<file path="config.mk">
export PLATFORM = sky130hd
export DESIGN_NAME = pipe_hazard_ctrl
export DESIGN_NICKNAME = d
export VERILOG_FILES = /design/src/rtl/cpu_pkg.sv /design/src/rtl/sat_counter.sv /design/src/rtl/pipe_hazard_ctrl.sv
export SDC_FILE = /design/constraint.sdc
export NUM_CORES = 1
export LEC_CHECK = 0
export CORE_UTILIZATION = 53
export DETAILED_ROUTE_END_ITERATION = 10
export GPL_TIMING_DRIVEN = 0
export PLACE_DENSITY = 0.95
export SYNTH_ARGS = -nofsm -noshare
export SYNTH_HDL_FRONTEND = slang
export SYNTH_HIERARCHICAL = 1
export SYNTH_SLANG_ARGS = --single-unit
</file>
<file path="constraint.sdc">
create_clock -name CLK -period 4.1 [get_ports CLK]
set_input_delay 1.025 -clock CLK [delete_from_list [all_inputs] [get_ports CLK]]
set_output_delay 1.025 -clock CLK [all_outputs]
set_load 0.01 [all_outputs]
</file>
<file path="src/rtl/cpu_pkg.sv">
// Shared definitions for the CPU pipeline control blocks: forwarding select
// encoding, register-address width and hazard FSM state encoding.
package cpu_pkg;

    localparam int REG_AW = 5;

    localparam logic [1:0] FWD_RF  = 2'b00;
    localparam logic [1:0] FWD_MEM = 2'b01;
    localparam logic [1:0] FWD_WB  = 2'b10;

    typedef enum logic {
        ST_RUN     = 1'b0,
        ST_LDSTALL = 1'b1
    } state_t;

endpackage

</file>
<file path="src/rtl/sat_counter.sv">
// Event counter that sticks at all-ones instead of wrapping.
module sat_counter
    import cpu_pkg::*;
#(
    parameter int CNT_W = 16
) (
    input  logic             clk_sys,
    input  logic             rst_b,
    input  logic             inc,
    output logic [CNT_W-1:0] cnt
);

    always_ff @(posedge clk_sys or negedge rst_b) begin
        if (!rst_b) begin
            cnt <= '0;
        end else if (inc && !(&cnt)) begin
            cnt <= cnt + {{(CNT_W-1){1'b0}}, 1'b1};
        end
    end

endmodule

</file>
<file path="src/rtl/pipe_hazard_ctrl.sv">
// Hazard controller for the 5-stage pipeline: stall/flush enables, registered
// EX forwarding selects and saturating stall/flush performance counters.
//
//   state      | meaning
//   ST_RUN     | normal issue; a load-use hazard here inserts one bubble
//   ST_LDSTALL | bubble cycle; load has moved on to MEM, issue resumes
module pipe_hazard_ctrl
    import cpu_pkg::*;
#(
    parameter int REG_AW = cpu_pkg::REG_AW,
    parameter int CNT_W  = 16
) (
    input  logic              CLK,
    input  logic              RSTn,
    input  logic              D_Valid,
    input  logic [REG_AW-1:0] D_Rs,
    input  logic [REG_AW-1:0] D_Rt,
    input  logic              D_UsesRs,
    input  logic              D_UsesRt,
    input  logic              D_Wreg,
    input  logic [REG_AW-1:0] D_Rd,
    input  logic              D_IsLoad,
    input  logic              E_BrTaken,
    output logic              PC_En,
    output logic              IFID_En,
    output logic              IFID_Clr,
    output logic              IDEX_Clr,
    output logic [1:0]        FwdA,
    output logic [1:0]        FwdB,
    output logic [CNT_W-1:0]  StallCnt,
    output logic [CNT_W-1:0]  FlushCnt
);

    // Shadow of the instructions now in EX (se_*) and MEM (sm_*). The WB slot
    // is not tracked: the register file writes early, so WB never forwards.
    logic              se_wreg;
    logic              se_load;
    logic [REG_AW-1:0] se_rd;
    logic              sm_wreg;
    logic [REG_AW-1:0] sm_rd;

    state_t state, state_nxt;
    logic   lu;
    logic   pc_en, ifid_en, ifid_clr, idex_clr;
    logic   stall_inc;
    logic [1:0] fwd_a_nxt, fwd_b_nxt;

    assign lu = se_load && se_wreg && D_Valid &&
                ((D_UsesRs && (D_Rs == se_rd)) || (D_UsesRt && (D_Rt == se_rd)));

    always_comb begin
        state_nxt = ST_RUN;
        pc_en     = 1'b1;
        ifid_en   = 1'b1;
        ifid_clr  = 1'b0;
        idex_clr  = 1'b0;
        stall_inc = 1'b0;
        if (!RSTn) begin
            pc_en    = 1'b0;
            ifid_en  = 1'b0;
            ifid_clr = 1'b1;
            idex_clr = 1'b1;
        end else if (E_BrTaken) begin
            // Flush wins over a coincident load-use: the dependent op is squashed anyway.
            ifid_clr = 1'b1;
            idex_clr = 1'b1;
        end else begin
            case (state)
                ST_RUN: begin
                    if (lu) begin
                        pc_en     = 1'b0;
                        ifid_en   = 1'b0;
                        idex_clr  = 1'b1;
                        stall_inc = 1'b1;
                        state_nxt = ST_LDSTALL;
                    end
                end
                ST_LDSTALL: state_nxt = ST_RUN;
                default:    state_nxt = ST_RUN;
            endcase
        end
    end

    always_ff @(posedge CLK or negedge RSTn) begin
        if (!RSTn) begin
            state <= ST_RUN;
        end else begin
            state <= state_nxt;
        end
    end

    always_comb begin
        fwd_a_nxt = FWD_RF;
        fwd_b_nxt = FWD_RF;
        if (!idex_clr) begin
            if (D_UsesRs && (D_Rs != '0)) begin
                if (se_wreg && (se_rd == D_Rs))      fwd_a_nxt = FWD_MEM;
                else if (sm_wreg && (sm_rd == D_Rs)) fwd_a_nxt = FWD_WB;
            end
            if (D_UsesRt && (D_Rt != '0)) begin
                if (se_wreg && (se_rd == D_Rt))      fwd_b_nxt = FWD_MEM;
                else if (sm_wreg && (sm_rd == D_Rt)) fwd_b_nxt = FWD_WB;
            end
        end
    end

    always_ff @(posedge CLK or negedge RSTn) begin
        if (!RSTn) begin
            se_wreg <= 1'b0;
            se_load <= 1'b0;
            se_rd   <= '0;
            sm_wreg <= 1'b0;
            sm_rd   <= '0;
            FwdA    <= FWD_RF;
            FwdB    <= FWD_RF;
        end else begin
            sm_wreg <= se_wreg;
            sm_rd   <= se_rd;
            // r0 is never a real destination, so it is folded into wreg here.
            se_wreg <= !idex_clr && D_Valid && D_Wreg && (D_Rd != '0);
            se_load <= !idex_clr && D_Valid && D_IsLoad;
            se_rd   <= idex_clr ? '0 : D_Rd;
            FwdA    <= fwd_a_nxt;
            FwdB    <= fwd_b_nxt;
        end
    end

    assign PC_En    = pc_en;
    assign IFID_En  = ifid_en;
    assign IFID_Clr = ifid_clr;
    assign IDEX_Clr = idex_clr;

    sat_counter #(.CNT_W(CNT_W)) u_stall_cnt (
        .clk_sys (CLK),
        .rst_b   (RSTn),
        .inc     (stall_inc),
        .cnt     (StallCnt)
    );

    sat_counter #(.CNT_W(CNT_W)) u_flush_cnt (
        .clk_sys (CLK),
        .rst_b   (RSTn),
        .inc     (E_BrTaken),
        .cnt     (FlushCnt)
    );

endmodule

</file>
==> run summary, run 1 <==
Clock buffer count from CTS -> 5
Final net count -> 326
Vias in the first global route -> 1980
Period Utilization, post-route -> 97.43%
Placer Congestion -> 0.8480
Drt first-iter violations -> 46
# diodes -> 0
Worst-path clk slew -> 0.08 ns
Initial Util -> 55.26%
Routed Antenna Nets -> 0
Worst setup endpoint -> IDEX_Clr
Setup TNS -> 0 ns
CP Capture Type -> output pin
DRC Markers -> 0
Global route overflow -> 0
Commonest non-fill, non-tap cell in the layout -> clkdlybuf4s50_1
Leakage -> 0.001578 uW
Crit. Startpoint -> D_Valid
Hold Path Class -> register to register
Worst-Margin Slew -> 0.7480 ns
Arrival @ worst endpoint -> 2.97 ns
Worst r2r dst -> u_stall_cnt/cnt[9]
CP Data Required Time -> 3.07 ns
CTS root buffer -> clkbuf_8
Setup ws final -> 0.1055 ns
WL final -> 5269 um
Cell variety after synth -> 42
Max Freq -> 0.2503 GHz
Synth Register Bits -> 50
CTS tree -> built
Die ar. -> 5209 um2
Synth Area per Inst -> 11.40 um2
Synth Flop Type -> dfrtp_1
P per Cell Area -> 320.4 nW/um2
Final Max Tran Viols -> 0
Die Wd -> 72.18 um
Worst R2R Setup Slack -> 1.34 ns
Comb pwr share -> 21.3%
WS Path Type -> input port to output pin
Asr flop ratio synth -> 100.0%
Synth Instances -> 229
Avg WL per Cell -> 14.28 um
Max-Cap Viols -> 0
Die height -> 72.18 um
Global-route wire length before repair -> 8825 um
Compound-Gate Fraction of Synth Area -> 4.890%
CTS H-tree lvls -> 2
Switching power -> 311.1 uW
Final min period -> 3.995 ns
Fraction of layout cells with a size suffix above 1 -> 16.89%
Net Sw Frac -> 27.90%
DR vias/cell -> 5.450
Status -> finished clean
Largest net degree at the start of global routing -> 40
Clock skew -> 0.004819 ns
YS warnings -> 6
R2R depth -> 9
Sink Count -> 50
# rows -> 25
Sequential element share of the synthesized area -> 47.94%
Final core utilization -> 73.70%
Initial antenna violation count -> 0
Cell-internal power -> 804.0 uW
IO Pins -> 63
Largest family of logic cells by synthesized area -> simple AND/OR/NAND/NOR gates
Pwr Total -> 1115 uW
Area delta synth->final -> 33.37%
Clock power share -> 25.4%
Syn_nets -> 254
Design area -> 3481 um2
Place WS -> -0.06238 ns
Synth Area in Adders -> 0.9588%
Core ar. -> 4723 um2
Via count -> 2011
Cell Area, Synth -> 2610 um2
Simple-gate area share of the yosys netlist -> 27.42%
Max_slew headroom -> 49.75%
Placed cell areas -> 3329 um2
Part of the power in registers -> 53.3%
Post-synth EDFFs -> 0
Commonest cells after routing, fill and taps aside -> clkdlybuf4s50_1 (56), dfrtp_1 (50), xor2_1 (22)
Reg2Reg Launch Point -> se_rd[3]
Post-DP HPWL -> 4071 um
IO buf count -> 62
Mux contribution to synthesized area -> 3.452%
Final setup fails -> 0
Clock latency on the worst-skew pair -> 0.29 ns
First-pass DRT Iterations -> 4
Worst hold start -> se_rd[2]
Peak VDD IR -> 0.2932 mV
Post-synthesis xor/xnor area fraction -> 14.09%
Hold_buf cts -> 0
Hold Fails Final Rpt -> 0
Worst-path fanout max -> 7
Total GRT Usage -> 21.81%
CP Launch Type -> input port
CTS Buffer Depth -> 2
## Yosys cell counts, drive strengths merged (2+ instances only)
master  number  area, um2
a21oi        2      10.01
and2         5      31.28
and3         5      33.78
and4         4      35.03
buf          3      17.52
dfrtp       50       1251
ha           2      25.02
inv          4      15.01
mux2         8      90.09
nand2       11      41.29
nand2b       5      31.28
nand3       16      85.08
nand4       13      136.4
nor2        14      52.55
nor3        14      91.34
nor3b        2      15.01
nor4         8      105.1
o211ai       3      22.52
o21ai        6      37.54
or2          2      12.51
or4          3      26.27
xnor2       20      175.2
xor2        22      192.7
## flip-flops by register name, indices dropped and copies added, names as in the netlist
| name | cells |
|---|---|
| se_rd | 5 |
| u_flush_cnt/cnt | 16 |
| se_wreg | 1 |
| FwdA | 2 |
| se_load | 1 |
| sm_rd | 5 |
| u_stall_cnt/cnt | 16 |
| FwdB | 2 |
| state | 1 |
| sm_wreg | 1 |
## area by class of cell
type / instances / area [um2]
Multi-Input combinational cell: 172 / 1359
Fill cell: 345 / 1242
Tap cell: 67 / 83.83
Sequential cell: 50 / 1251
Timing Repair Buffer: 65 / 663.1
Buffer: 3 / 17.52
Inverter: 4 / 15.01
Clock inverter: 1 / 5.005
Clock buffer: 7 / 86.33
## worst min path at each step
stage                     cells after the start        to
after global placement                        0  sm_rd[0]
after detailed placement                      0  sm_rd[2]
after CTS                                     0  sm_rd[2]
final                                         0  sm_rd[2]
after floorplan                               0   sm_wreg
after global routing                          0  sm_rd[2]
## power groups by stage
stage	clock [uW]	sequential, uW	combinational (uW)
floorplan	0	607	91.9
global placement	0	600	226
detailed placement	0	602	234
CTS	295	593	236
global route	318	602	257
finish	283	594	238
## worst max-delay path, stage by stage
cell             delay [ns]
clkdlybuf4s50_1        0.52
and4b_1                0.30
nand4_1                0.14
o21bai_2               0.20
a31oi_4                0.08
inv_2                  0.15
clkdlybuf4s50_1        0.55
## logic make-up after synthesis
| family | after synthesis |
|---|---|
| buf+inv | 7 |
| flops | 50 |
| fa+ha+maj | 2 |
| simple gates | 104 |
| mux | 8 |
| compound gates | 16 |
| xor+xnor | 42 |
## through the flow
step	hold WS, ns	cells
after floorplan	0.4062	229
after global placement	0.4332	358
after detailed placement	0.4384	359
after CTS	0.4576	368
after global routing	0.4686	369
final	0.4577	369
## metal layers
layer	vias to the layer above	part of all wire [%]	global-route usage [%]
li1	964	-	-
met1	993	44	27.14
met2	48	52	38.94
met3	6	3.1	2.639
met4	0	1.2	8.061
met5	-	0	0
## what timing repair did
action / CTS / global route
buffers inserted: 1 / 1
pin swaps: 1 / 1
gates resized for setup: 1 / 9
setup endpoints to repair: 1 / 2
gates cloned: 0 / 0
No activity file was read; power rests on OpenSTA's default activity.
==> run 2, diff against run 1 <==
Settings changed: RECOVER_POWER from default to 100.
==> run 2 against run 1 <==
  * Die area did not move
  * Clock power about the same
  * Utilization fell by 0.48 points
  * Combinational power about the same
  * Critical path depth unchanged
  * Worst hold slack improved by 0.00055 ns
  * Sequential cell count is the same
  * Largest power group unchanged
==> run summary, run 2 (synthesis results as in run 1) <==
Core ar. -> 4723 um2 (unchanged)
CTS H-tree lvls -> 2 (unchanged)
Via count -> 2014 (+0.15%)
# rows -> 25 (unchanged)
Hold Path Class -> register to register
Commonest non-fill, non-tap cell in the layout -> dfrtp_1
Worst-Margin Slew -> 0.7504 ns (+0.002435 ns)
Worst-path fanout max -> 3 (-4)
Comb pwr share -> 21.1% (-0.2 points)
CTS tree -> built
Hold_buf cts -> 0 (unchanged)
Global route overflow -> 0 (unchanged)
Initial Util -> 55.26% (unchanged)
Max_slew headroom -> 49.59% (-0.16 points)
Commonest cells after routing, fill and taps aside -> dfrtp_1 (50), clkdlybuf4s50_1 (44), xor2_1 (22)
Initial antenna violation count -> 0 (unchanged)
Final min period -> 3.991 ns (-0.003256 ns)
Clock latency on the worst-skew pair -> 0.29 ns (about the same)
IO Pins -> 63 (unchanged)
Total GRT Usage -> 21.81% (unchanged)
Die height -> 72.18 um (unchanged)
Period Utilization, post-route -> 97.35% (about the same)
R2R depth -> 9 (unchanged)
Pwr Total -> 1112 uW (-0.30%)
Arrival @ worst endpoint -> 2.97 ns (about the same)
Max Freq -> 0.2505 GHz (about the same)
CTS Buffer Depth -> 2 (unchanged)
Fillers -> 347 (+0.58%)
WL final -> 5294 um (+0.47%)
Worst setup endpoint -> IFID_En
Final Max Tran Viols -> 0 (unchanged)
First-pass DRT Iterations -> 4 (unchanged)
Largest registers -> u_flush_cnt/cnt x16, u_stall_cnt/cnt x16
P per Cell Area -> 321.5 nW/um2 (+0.35%)
Largest net degree at the start of global routing -> 40 (unchanged)
Die ar. -> 5209 um2 (unchanged)
Clock skew -> 0.004342 ns (-0.0004771 ns)
Placer Congestion -> 0.8480 (unchanged)
DR vias/cell -> 5.458 (+0.15%)
Fraction of layout cells with a size suffix above 1 -> 15.56% (-1.3 points)
Leakage -> 0.001608 uW (+1.9%)
Hold Fails Final Rpt -> 0 (unchanged)
Reg2Reg Launch Point -> se_rd[3]
Final setup fails -> 0 (unchanged)
CP Data Required Time -> 3.07 ns (about the same)
Placed instance count -> 359 (unchanged)
Global-route wire length before repair -> 8825 um (unchanged)
Final net count -> 326 (unchanged)
IO buf count -> 62 (unchanged)
Status -> finished clean
Crit. Startpoint -> D_Rt[3]
Vias in the first global route -> 1980 (unchanged)
Fin cells -> 369 (unchanged)
DRC Markers -> 0 (unchanged)
Area delta synth->final -> 32.50%
Final core utilization -> 73.22% (-0.48 points)
Routed Antenna Nets -> 0 (unchanged)
Peak VDD IR -> 0.2918 mV (-0.48%)
CP Launch Type -> input port
Part of the power in registers -> 53.4% (about the same)
Drt first-iter violations -> 62 (+35%)
Net Sw Frac -> 27.90% (about the same)
Clock buffer count from CTS -> 5 (unchanged)
Clock power share -> 25.4% (about the same)
Die Wd -> 72.18 um (unchanged)
# diodes -> 0 (unchanged)
Worst-path clk slew -> 0.08 ns (about the same)
Worst R2R Setup Slack -> 1.31 ns (-0.03 ns)
Worst r2r dst -> u_stall_cnt/cnt[13]
Post-DP HPWL -> 4071 um (unchanged)
CP Capture Type -> output pin
WS Path Type -> input port to output pin
Switching power -> 310.2 uW (-0.30%)
Max-Cap Viols -> 0 (unchanged)
Sink Count -> 50 (unchanged)
RSZ-0062 raised after global routing -> false
Avg WL per Cell -> 14.35 um (+0.47%)
Cell-internal power -> 801.6 uW (-0.30%)
CTS root buffer -> clkbuf_8
[run 2: worst max-delay path: stages]
cell and delay [ns]:
clkdlybuf4s50_1 0.57, xnor2_2 0.15, nand2_1 0.09, nor2_2 0.13, a22oi_1 0.11, o31a_1 0.28, dlygate4sd3_1 0.61
[run 2: per-layer routing]
layer | up-vias | share of wire (%) | track usage (%)
li1 | 964 | - | -
met5 | - | 0 | 0
met1 | 988 | 44 | 27.14
met4 | 0 | 1.4 | 8.061
met3 | 8 | 3.2 | 2.639
met2 | 54 | 52 | 38.94
[run 2: how the worst min path moves through the flow]
stage	start	end	depth (start not counted)
2_1_floorplan	se_wreg	sm_wreg	0
3_3_place_gp	se_rd[0]	sm_rd[0]	0
3_5_place_dp	se_rd[2]	sm_rd[2]	0
4_1_cts	se_rd[2]	sm_rd[2]	0
5_1_grt	se_rd[2]	sm_rd[2]	0
6_report	se_rd[2]	sm_rd[2]	0
[run 2: cell type report]
class	instances	area, um2	area share (%)
multi-input cells	172	1336	38.64
clock buffers	7	86.33	2.496
well taps	67	83.83	2.424
inverters	4	15.01	0.4342
clock inverters	1	5.005	0.1447
repair buffers	65	663.1	19.18
flip-flops and latches	50	1251	36.18
plain buffers	3	17.52	0.5065
[run 2: repair_timing]
item | CTS | global route
resized for setup | 1 | 9
buffers inserted | 1 | 1
pin swaps | 1 | 1
setup endpoints to repair | 1 | 2
[run 2: power by group through the flow]
stage	Combinational [uW]	Clock [uW]	Sequential, uW
5_1_grt	255	318	602
4_1_cts	236	295	593
2_1_floorplan	91.9	0	607
3_3_place_gp	226	0	600
3_5_place_dp	234	0	602
6_report	235	283	594
[run 2: per-stage QoR]
step                TNS (ns)  hold slack [ns]  setup WS (ns)  area (um2)
floorplan                  0           0.4062          1.021        2610
global placement      -20.84           0.4332         -1.540        3314
detailed placement  -0.06238           0.4384       -0.06238        3329
CTS                        0           0.4576        0.01872        3436
global route               0           0.4686        0.01060        3458
finish                     0           0.4582         0.1087        3458
==> variant: new RTL, settings of run 1 <==
Reset style: synchronous (`RSTn` and `rst_b`), changed in 3 clocked blocks.
--- a/src/rtl/sat_counter.sv
+++ b/src/rtl/sat_counter.sv
@@ -12,3 +12,3 @@
 
-    always_ff @(posedge clk_sys or negedge rst_b) begin
+    always_ff @(posedge clk_sys) begin
         if (!rst_b) begin
--- a/src/rtl/pipe_hazard_ctrl.sv
+++ b/src/rtl/pipe_hazard_ctrl.sv
@@ -83,3 +83,3 @@
 
-    always_ff @(posedge CLK or negedge RSTn) begin
+    always_ff @(posedge CLK) begin
         if (!RSTn) begin
@@ -106,3 +106,3 @@
 
-    always_ff @(posedge CLK or negedge RSTn) begin
+    always_ff @(posedge CLK) begin
         if (!RSTn) begin
Behaviour: differs if RSTn is asserted again (counterexample within 4 cycles, from zero or initial values and one cycle with RSTn low); with RSTn held inactive, the same outputs for 10 cycles.
==> variant against run 1 <==
- non-clock buffer count rose by 2
- fmax fell by 4.7%
- register-to-register slack got worse by 0.10 ns
- setup slack got worse by 0.20 ns
- area after synthesis fell by 4.7%
- the flow now finishes with violations (DRC, setup timing)
- wire length rose by 24%
- synthesized cell count rose by 21%
- cell area fell by 5.2%
- sequential cell count did not move
Power is not compared: it rests on default switching activity, and its combinational part moved more than twofold at a synthesized area within 25%.
==> variant: results (changes against run 1) <==
INFO  metric timing.hold.ws = 0.510 ns (+0.0520 ns)
INFO  metric violations_in_the_final_reports = DRC, setup timing
INFO  metric slew_headroom = 42.1% (-7.6 points)
INFO  metric post_dp_cell_area = 3170 µm² (-4.7%)
INFO  metric detailedRoute.firstPassIterationCount = 8 (+4)
INFO  metric synth-async-reset-ratio = 0% (-100 points)
INFO  metric dp_hpwl = 4.60 mm (+13%)
INFO  metric maximum_number_of_pins_on_one_net_before_global_route_repair = 23 (-43%)
INFO  metric nets = 372 (+14%)
INFO  metric worst-r2r-cell-count = 10 (+1)
INFO  metric rr_startpoint = se_rd[1]
INFO  metric gp_routability_congestion = 0.880 (+3.8%)
INFO  metric vias_in_the_first_global_route = 2303 (+16%)
INFO  metric wire_per_inst = 16.4 µm (+15%)
INFO  metric finish.cell_count_without_fillers = 400 (+8.4%)
INFO  metric met3WireLength = 456 µm (+180%)
INFO  metric crit_path_end = PC_En
INFO  metric setup_tns = -0.126 ns (-0.126 ns)
INFO  metric finalSetupViolCount = 2 (+2)
INFO  metric remaining_drc_errors = 10 (+10)
INFO  metric proportion_of_synthesized_chip_area_in_sequential_cells = 40.2% (-7.7 points)
INFO  metric global_route.usage.total = 26.4% (+4.6 points)
INFO  metric critPathLaunch = D_Rs[1]
INFO  metric max_stage_delay = 0.48 ns (-0.07 ns)
INFO  metric synth_common_cells = 50 x sky130_fd_sc_hd__dfxtp_1, 19 x sky130_fd_sc_hd__nand2_1, 19 x sky130_fd_sc_hd__nand3_1
INFO  metric met2_usage = 46.5% (+7.6 points)
INFO  metric detailedRoute.firstIterationViolations = 240 (+420%)
INFO  metric drt-met1-wl = 2.70 mm (+17%)
INFO  metric status = finished with violations
INFO  metric yosysUniqueCellTypes = 45 (+7.1%)
INFO  metric synth.area.top_cells = sky130_fd_sc_hd__dfxtp_1 40%, sky130_fd_sc_hd__xnor2_1 6.3%, sky130_fd_sc_hd__or4_1 3.9%
INFO  metric min_path_cells = 2 (+2)
INFO  metric worst_clock_skew = 0.00880 ns (+0.00398 ns)
INFO  metric grt_pass1_wl = 10.4 mm (+17%)
INFO  metric postSynthCellCount = 277 (+21%)
INFO  metric grt_use_met1 = 30.5% (+3.3 points)
INFO  metric setup_ws = -0.0897 ns (-0.195 ns)
INFO  metric drive_gt1_share = 9.20% (-7.7 points)
INFO  metric dp_cells = 391 (+8.9%)
INFO  metric via_per_inst = 6.16 (+13%)
## variant: kinds of logic (layout without fill, tap and decap cells)
logic type	count (synthesis)	in the layout	synth area share, %
flops	50	50	40.2
simple gates	128	128	30.1
fa+ha+maj	2	2	1.01
mux	4	4	1.61
compound gates	52	52	14.8
xor+xnor	26	26	9.15
buf+inv	15	86	3.12
## variant: area by class of cell
type	instances	area, µm²	area share (%)
plain buffers	7	47.5	1.44
clock buffers	7	86.3	2.62
clock inverters	1	5.00	0.152
inverters	8	30.0	0.910
multi-input cells	212	1430	43.2
flip-flops and latches	50	1000	30.3
well taps	52	65.1	1.97
repair buffers	63	641	19.4
## variant: repair_timing
action / CTS / global route
pin swaps: 1 / 0
endpoints found under the setup margin: 2 / 2
gates resized for setup: 2 / 8
setup buffers: 1 / 0
